--- config.mk ---
export PLATFORM = sky130hd
export DESIGN_NAME = key_press_classifier_flat
export DESIGN_NICKNAME = d
export VERILOG_FILES = /design/src/rtl/key_press_classifier_if.sv /design/src/rtl/key_press_classifier.sv /design/src/flat_wrapper.sv
export SDC_FILE = /design/constraint.sdc
export NUM_CORES = 1
export LEC_CHECK = 0
export ABC_AREA = 1
export CAP_MARGIN = 20
export CORE_MARGIN = 3
export CORE_UTILIZATION = 40
export DETAILED_ROUTE_END_ITERATION = 12
export GPL_ROUTABILITY_DRIVEN = 1
export GPL_TIMING_DRIVEN = 0
export PLACE_DENSITY = 0.65
export SLEW_MARGIN = 30
export SYNTH_ARGS = -nofsm -noshare
export SYNTH_HDL_FRONTEND = slang
export SYNTH_SLANG_ARGS = --single-unit
export TNS_END_PERCENT = 1
--- constraint.sdc ---
create_clock -name clk -period 1.8 [get_ports clk]
set_input_delay 0.36 -clock clk [delete_from_list [all_inputs] [get_ports clk]]
set_output_delay 0.36 -clock clk [all_outputs]
set_load 0.02 [all_outputs]
--- src/rtl/key_press_classifier_if.sv ---
// Button-side bundle of key_press_classifier: raw key input plus the debounced
// level and the short/long event pulses.
interface key_press_classifier_if;
  logic key_in;
  logic key_short;
  logic key_long;
  logic key_pressed;

  modport master (output key_in, input key_short, key_long, key_pressed);
  modport slave  (input key_in, output key_short, key_long, key_pressed);
endinterface

--- src/rtl/key_press_classifier.sv ---
// Raw push-button -> 2-FF sync -> debounce FSM -> press-duration classifier.
// Emits one registered key_short or key_long pulse per accepted press.
module key_press_classifier #(
  parameter int DEBOUNCE_CYCLES = 500000,
  parameter int LONG_CYCLES     = 50000000,
  parameter int KEY_ACTIVE_LOW  = 1
) (
  input logic clk,
  input logic rst,
  key_press_classifier_if.slave kif
);
  localparam int DW = $clog2(DEBOUNCE_CYCLES + 1);
  localparam int HW = $clog2(LONG_CYCLES + 1);
  localparam logic [DW-1:0] DEB_LAST  = DW'(DEBOUNCE_CYCLES - 1);
  localparam logic [HW-1:0] HOLD_LAST = HW'(LONG_CYCLES - 1);
  localparam logic REL_LVL = (KEY_ACTIVE_LOW != 0);
  localparam bit DEB_ONE = (DEBOUNCE_CYCLES == 1);

  typedef enum logic [2:0] {IDLE, DEB_PRESS, PRESSED, LONG_HELD, DEB_REL} state_t;

  state_t state, state_nxt;
  logic [DW-1:0] deb_cnt, deb_nxt;
  logic [HW-1:0] hold_cnt, hold_nxt;
  logic ret_long, ret_long_nxt;
  logic [1:0] sync_pipe;
  logic pressed_s;
  logic short_set, long_set, pressed_nxt;
  logic key_short_q, key_long_q, key_pressed_q;

  // Sync flops hold the raw pin level, so their reset value is the released level.
  assign pressed_s = sync_pipe[1] ^ REL_LVL;

  always_ff @(posedge clk) begin
    if (rst) begin
      sync_pipe     <= {2{REL_LVL}};
      state         <= IDLE;
      deb_cnt       <= '0;
      hold_cnt      <= '0;
      ret_long      <= 1'b0;
      key_short_q   <= 1'b0;
      key_long_q    <= 1'b0;
      key_pressed_q <= 1'b0;
    end else begin
      sync_pipe     <= {sync_pipe[0], kif.key_in};
      state         <= state_nxt;
      deb_cnt       <= deb_nxt;
      hold_cnt      <= hold_nxt;
      ret_long      <= ret_long_nxt;
      key_short_q   <= short_set;
      key_long_q    <= long_set;
      key_pressed_q <= pressed_nxt;
    end
  end

  always_comb begin
    state_nxt    = state;
    deb_nxt      = deb_cnt;
    hold_nxt     = hold_cnt;
    ret_long_nxt = ret_long;
    case (state)
      IDLE: if (pressed_s) begin
        if (DEB_ONE) begin
          state_nxt = PRESSED;
          hold_nxt  = '0;
        end else begin
          state_nxt = DEB_PRESS;
          deb_nxt   = DW'(1);
        end
      end
      DEB_PRESS: begin
        if (!pressed_s) begin
          state_nxt = IDLE;
          deb_nxt   = '0;
        end else if (deb_cnt == DEB_LAST) begin
          state_nxt = PRESSED;
          deb_nxt   = '0;
          hold_nxt  = '0;
        end else if (deb_cnt < DEB_LAST) begin
          deb_nxt = deb_cnt + DW'(1);
        end
      end
      PRESSED: begin
        if (pressed_s) begin
          if (hold_cnt < HW'(LONG_CYCLES)) hold_nxt = hold_cnt + HW'(1);
          if (hold_cnt == HOLD_LAST) state_nxt = LONG_HELD;
        end else if (DEB_ONE) begin
          state_nxt = IDLE;
        end else begin
          state_nxt    = DEB_REL;
          deb_nxt      = DW'(1);
          ret_long_nxt = 1'b0;
        end
      end
      LONG_HELD: if (!pressed_s) begin
        if (DEB_ONE) begin
          state_nxt = IDLE;
        end else begin
          state_nxt    = DEB_REL;
          deb_nxt      = DW'(1);
          ret_long_nxt = 1'b1;
        end
      end
      DEB_REL: begin
        // A high sample here is a release glitch: resume the press, hold_cnt untouched.
        if (pressed_s) begin
          state_nxt = ret_long ? LONG_HELD : PRESSED;
          deb_nxt   = '0;
        end else if (deb_cnt == DEB_LAST) begin
          state_nxt = IDLE;
          deb_nxt   = '0;
        end else if (deb_cnt < DEB_LAST) begin
          deb_nxt = deb_cnt + DW'(1);
        end
      end
      default: state_nxt = IDLE;
    endcase
  end

  always_comb begin
    short_set   = 1'b0;
    long_set    = 1'b0;
    pressed_nxt = (state_nxt == PRESSED) || (state_nxt == LONG_HELD) || (state_nxt == DEB_REL);
    if (state == DEB_REL && !pressed_s && deb_cnt == DEB_LAST && !ret_long) short_set = 1'b1;
    if (DEB_ONE && state == PRESSED && !pressed_s) short_set = 1'b1;
    if (state == PRESSED && pressed_s && hold_cnt == HOLD_LAST) long_set = 1'b1;
  end

  assign kif.key_short   = key_short_q;
  assign kif.key_long    = key_long_q;
  assign kif.key_pressed = key_pressed_q;
endmodule

--- src/flat_wrapper.sv ---
// flat-port wrapper written by rule: the top's interface ports become plain ports
module key_press_classifier_flat 
#(
  parameter int DEBOUNCE_CYCLES = 500000,
  parameter int LONG_CYCLES     = 50000000,
  parameter int KEY_ACTIVE_LOW  = 1
)
  (clk, rst, kif_key_in, kif_key_short, kif_key_long, kif_key_pressed);
  key_press_classifier_if kif_i ();
  input logic clk;
  input logic rst;
  input wire logic [$bits(kif_i.key_in)-1:0] kif_key_in;
  output wire logic [$bits(kif_i.key_short)-1:0] kif_key_short;
  output wire logic [$bits(kif_i.key_long)-1:0] kif_key_long;
  output wire logic [$bits(kif_i.key_pressed)-1:0] kif_key_pressed;
  assign kif_i.key_in = kif_key_in;
  assign kif_key_short = kif_i.key_short;
  assign kif_key_long = kif_i.key_long;
  assign kif_key_pressed = kif_i.key_pressed;
  key_press_classifier #(.DEBOUNCE_CYCLES(DEBOUNCE_CYCLES), .LONG_CYCLES(LONG_CYCLES), .KEY_ACTIVE_LOW(KEY_ACTIVE_LOW)) u_core (.clk(clk), .rst(rst), .kif(kif_i));
endmodule
==> results.sh <==
export IMPL_leakage_nw=1.45
export IMPL_holdBufCountCts=0
export IMPL_crit_type="flip-flop to flip-flop"
export IMPL_slowest_delay_ns=0.39
export IMPL_netlist_area_um2=3590
export IMPL_syn_inst=590
export IMPL_syn_avg_cell_area_um2=6.09
export IMPL_synth_edf_count=0
export IMPL_maxCapViolCount=0
export IMPL_power_density_nw_per_um2=485
export IMPL_fill_cells=810
export IMPL_dpl_hpwl_mm=7.14
export IMPL_first_pass_iters=5
export IMPL_via_count=3893
export IMPL_maxSlewViolCount=0
export IMPL_synth_most_common_cell="nand2_1"
export IMPL_timing_rr_start="u_core.deb_cnt[11]"
export IMPL_cts_htree_levels=2
export IMPL_routed_wl_mm=10.2
export IMPL_clockBufferDepth=2
export IMPL_finalPower_mw=2.14
export IMPL_max_slew_margin=0.529
export IMPL_wire_per_inst_um=13.9
export IMPL_reg2reg_to="u_core.hold_cnt[5]"
export IMPL_hold_path_endpoint="u_core.kif.key_short"
export IMPL_worstHoldStart="rst"
export IMPL_io_buffers=4
export IMPL_numCtsBuffers=5
export IMPL_cp_cell_sequence="inv_2, nand2_1, nor3_4, nand3_4, a21oi_4, buf_12, nand2_8, clkbuf_16, nand2_2, a21oi_2"
export IMPL_vdd_ir_drop_max_v=0.000336
export IMPL_synth_seq_cells=54
export IMPL_drc=0
export IMPL_cp_max_fo=8
export IMPL_outcome="finished, violations left"
export IMPL_core_area_um2=8460
export IMPL_viasPerCell=5.30
export IMPL_regArea_um2=1120
export IMPL_syn_nets=595
export IMPL_synth_top_cell_area_share=0.301
export IMPL_numClockSinks=54
export IMPL_layout_min_cycle_time_ns=1.80
export IMPL_rows=33
export IMPL_drive_above_1_share=0.232
export IMPL_place_gp_congestion=0.914
export IMPL_hold_viol_final=0
export IMPL_dieArea_um2=10200
export IMPL_max_freq_mhz=555
export IMPL_yosys_top_cells_count="nand2_1 (168), nor2_1 (111), nand3_1 (66)"
export IMPL_track_usage=0.201
export IMPL_cp_start_kind="flip-flop"
export IMPL_critPathSlowestCell="dfxtp_1"
export IMPL_synth_largest_area_cell="dfxtp_1"
export IMPL_setup_viol=1
export IMPL_endpoint_kind="flip-flop"
export IMPL_violations="negative setup slack"
export IMPL_root_buffer="clkbuf_8"
export IMPL_finalCritPeriodShare=1.00
export IMPL_worst_path_stages=10
export IMPL_grt_pass1_wl_mm=16.5
export IMPL_cts_tree="yes"
export IMPL_crit_required_ns=2.00
export IMPL_top_level_ports=6
export IMPL_worst_pin_slew_ns=0.706
export IMPL_nNetsFinal=633
export IMPL_finClkSkew_ns=0.0149
export IMPL_hold_class="input pin to flip-flop"
export IMPL_ys_warn_count=0
export IMPL_ys_types=37
export IMPL_final_core_util=0.522
export IMPL_synth_flop_cell="dfxtp_1"
export IMPL_async_reset_ff_frac=0
export IMPL_cpLargestDelayFamily="simple AND/OR/NAND/NOR gates"
export IMPL_antenna_found_initial=0
export IMPL_grt_max_degree=20
export IMPL_insertion_delay_ns=0.33
export IMPL_grt_pass1_vias=3488
export IMPL_synth_area_leaders="dfxtp_1 (30%), nand2_1 (18%), nor2_1 (12%)"
export IMPL_yosysSeqAreaShare=0.301
export IMPL_cp_arrival_ns=2.00
export IMPL_crit_buf_inv=3
export IMPL_initial_utilization=0.425
export IMPL_antenna_cells=0
export IMPL_fin_ws_ns=-0.000509
export IMPL_syn_to_final_growth_pct=22.9
export IMPL_rsz0062_at_grt="yes"
export IMPL_die_w_um=101
export IMPL_worstHoldPathCells=2
export IMPL_multi_input_area_um2=2400
export IMPL_reg2regPathDepth=10
export IMPL_drtIter0Drc=209
export IMPL_gr_total_overflow=0
export IMPL_r2r_slack_ns=-0.0005
export IMPL_ant_nets=0
export IMPL_die_h_um=101
export IMPL_path_clk_slew_ns=0.12
metal layers:
metal | track usage | vias up | share of wire | routed length [µm]
met5 | 0 | - | 0 | 0
met4 | 0.0425 | 0 | 0.0097 | 99
met3 | 0.0339 | 8 | 0.074 | 756
met2 | 0.330 | 133 | 0.48 | 4870
met1 | 0.276 | 1787 | 0.44 | 4510
li1 | - | 1965 | - | -
per-stage QoR:
| step | cell area, µm² | hold slack (ns) | TNS [ns] | setup slack, ns | instances |
|---|---|---|---|---|---|
| after floorplan | 3600 | 0.389 | 0 | 0.0222 | 590 |
| after global placement | 3770 | 0.392 | -11.94 | -0.354 | 699 |
| after detailed placement | 3770 | 0.405 | -11.44 | -0.344 | 699 |
| after CTS | 3980 | 0.237 | -0.0369 | -0.0133 | 712 |
| after global routing | 4420 | 0.221 | -1.97 | -0.0821 | 734 |
| final | 4420 | 0.237 | -0.000509 | -0.000509 | 734 |
worst max path at each step:
stage	to	from	slack, ns
2_1_floorplan	u_core.hold_cnt[19]	u_core.deb_cnt[0]	0.02
3_3_place_gp	u_core.hold_cnt[8]	u_core.deb_cnt[0]	-0.35
3_5_place_dp	u_core.deb_cnt[13]	u_core.deb_cnt[0]	-0.34
4_1_cts	u_core.deb_cnt[14]	u_core.deb_cnt[7]	-0.01
5_1_grt	u_core.hold_cnt[11]	u_core.deb_cnt[11]	-0.08
6_report	u_core.hold_cnt[5]	u_core.deb_cnt[11]	-0.0005
layout by cell type (no fill, tap or decap), drive strengths merged:
cell,count
o211ai,1
nand4,10
clkdlybuf4s50,4
nor3,4
o21bai,3
clkbuf,13
dlygate4sd3,1
a21oi,39
nor2,117
dfxtp,54
o221a,1
xor2,10
nand2,172
nor3b,4
xnor2,3
or2,2
o21ai,14
nand3,69
inv,64
clkinv,2
buf,32
ha,2
nand3b,3
nor4,5
state kept, by name (all words and copies together), names as in the netlist:
signal	count
u_core.deb_cnt	19
u_core.state	3
u_core.kif.key_short	1
u_core.kif.key_long	1
u_core.kif.key_pressed	1
u_core.sync_pipe	2
u_core.hold_cnt	26
u_core.ret_long	1
cells by family (layout without fill, tap and decap cells):
logic type / Yosys count / count (layout) / share of synthesized area
buffers and inverters: 78 / 116 / 0.101
and+or+nand+nor: 385 / 386 / 0.471
adders and majority gates: 2 / 2 / 0.00696
DFF: 54 / 54 / 0.301
xor gates and xnor gates: 13 / 13 / 0.0317
AOI/OAI and AO/OA: 58 / 58 / 0.0884
power by group:
part           internal (mW)  leakage (nW)  switching, mW
Clock                  0.293        0.0506          0.476
Combinational         0.0659         0.950          0.102
Sequential              1.20         0.450        0.00818
Total                   1.56          1.45          0.587
repair_timing:
item	in CTS	in global routing
pin swaps	3	17
cloned	0	4
setup buffers	5	18
endpoints found under the setup margin	41	43
resized for setup	17	82
area by class of cell:
class                      count  area share
buffer                        15      0.0334
tap                          105      0.0297
inverter                      63      0.0535
timing repair buffer          30      0.0634
multi-input combinational    459       0.543
sequential                    54       0.255
clock buffer                   5      0.0156
clock inverter                 3     0.00651
Power figures use the tool's default switching activity.
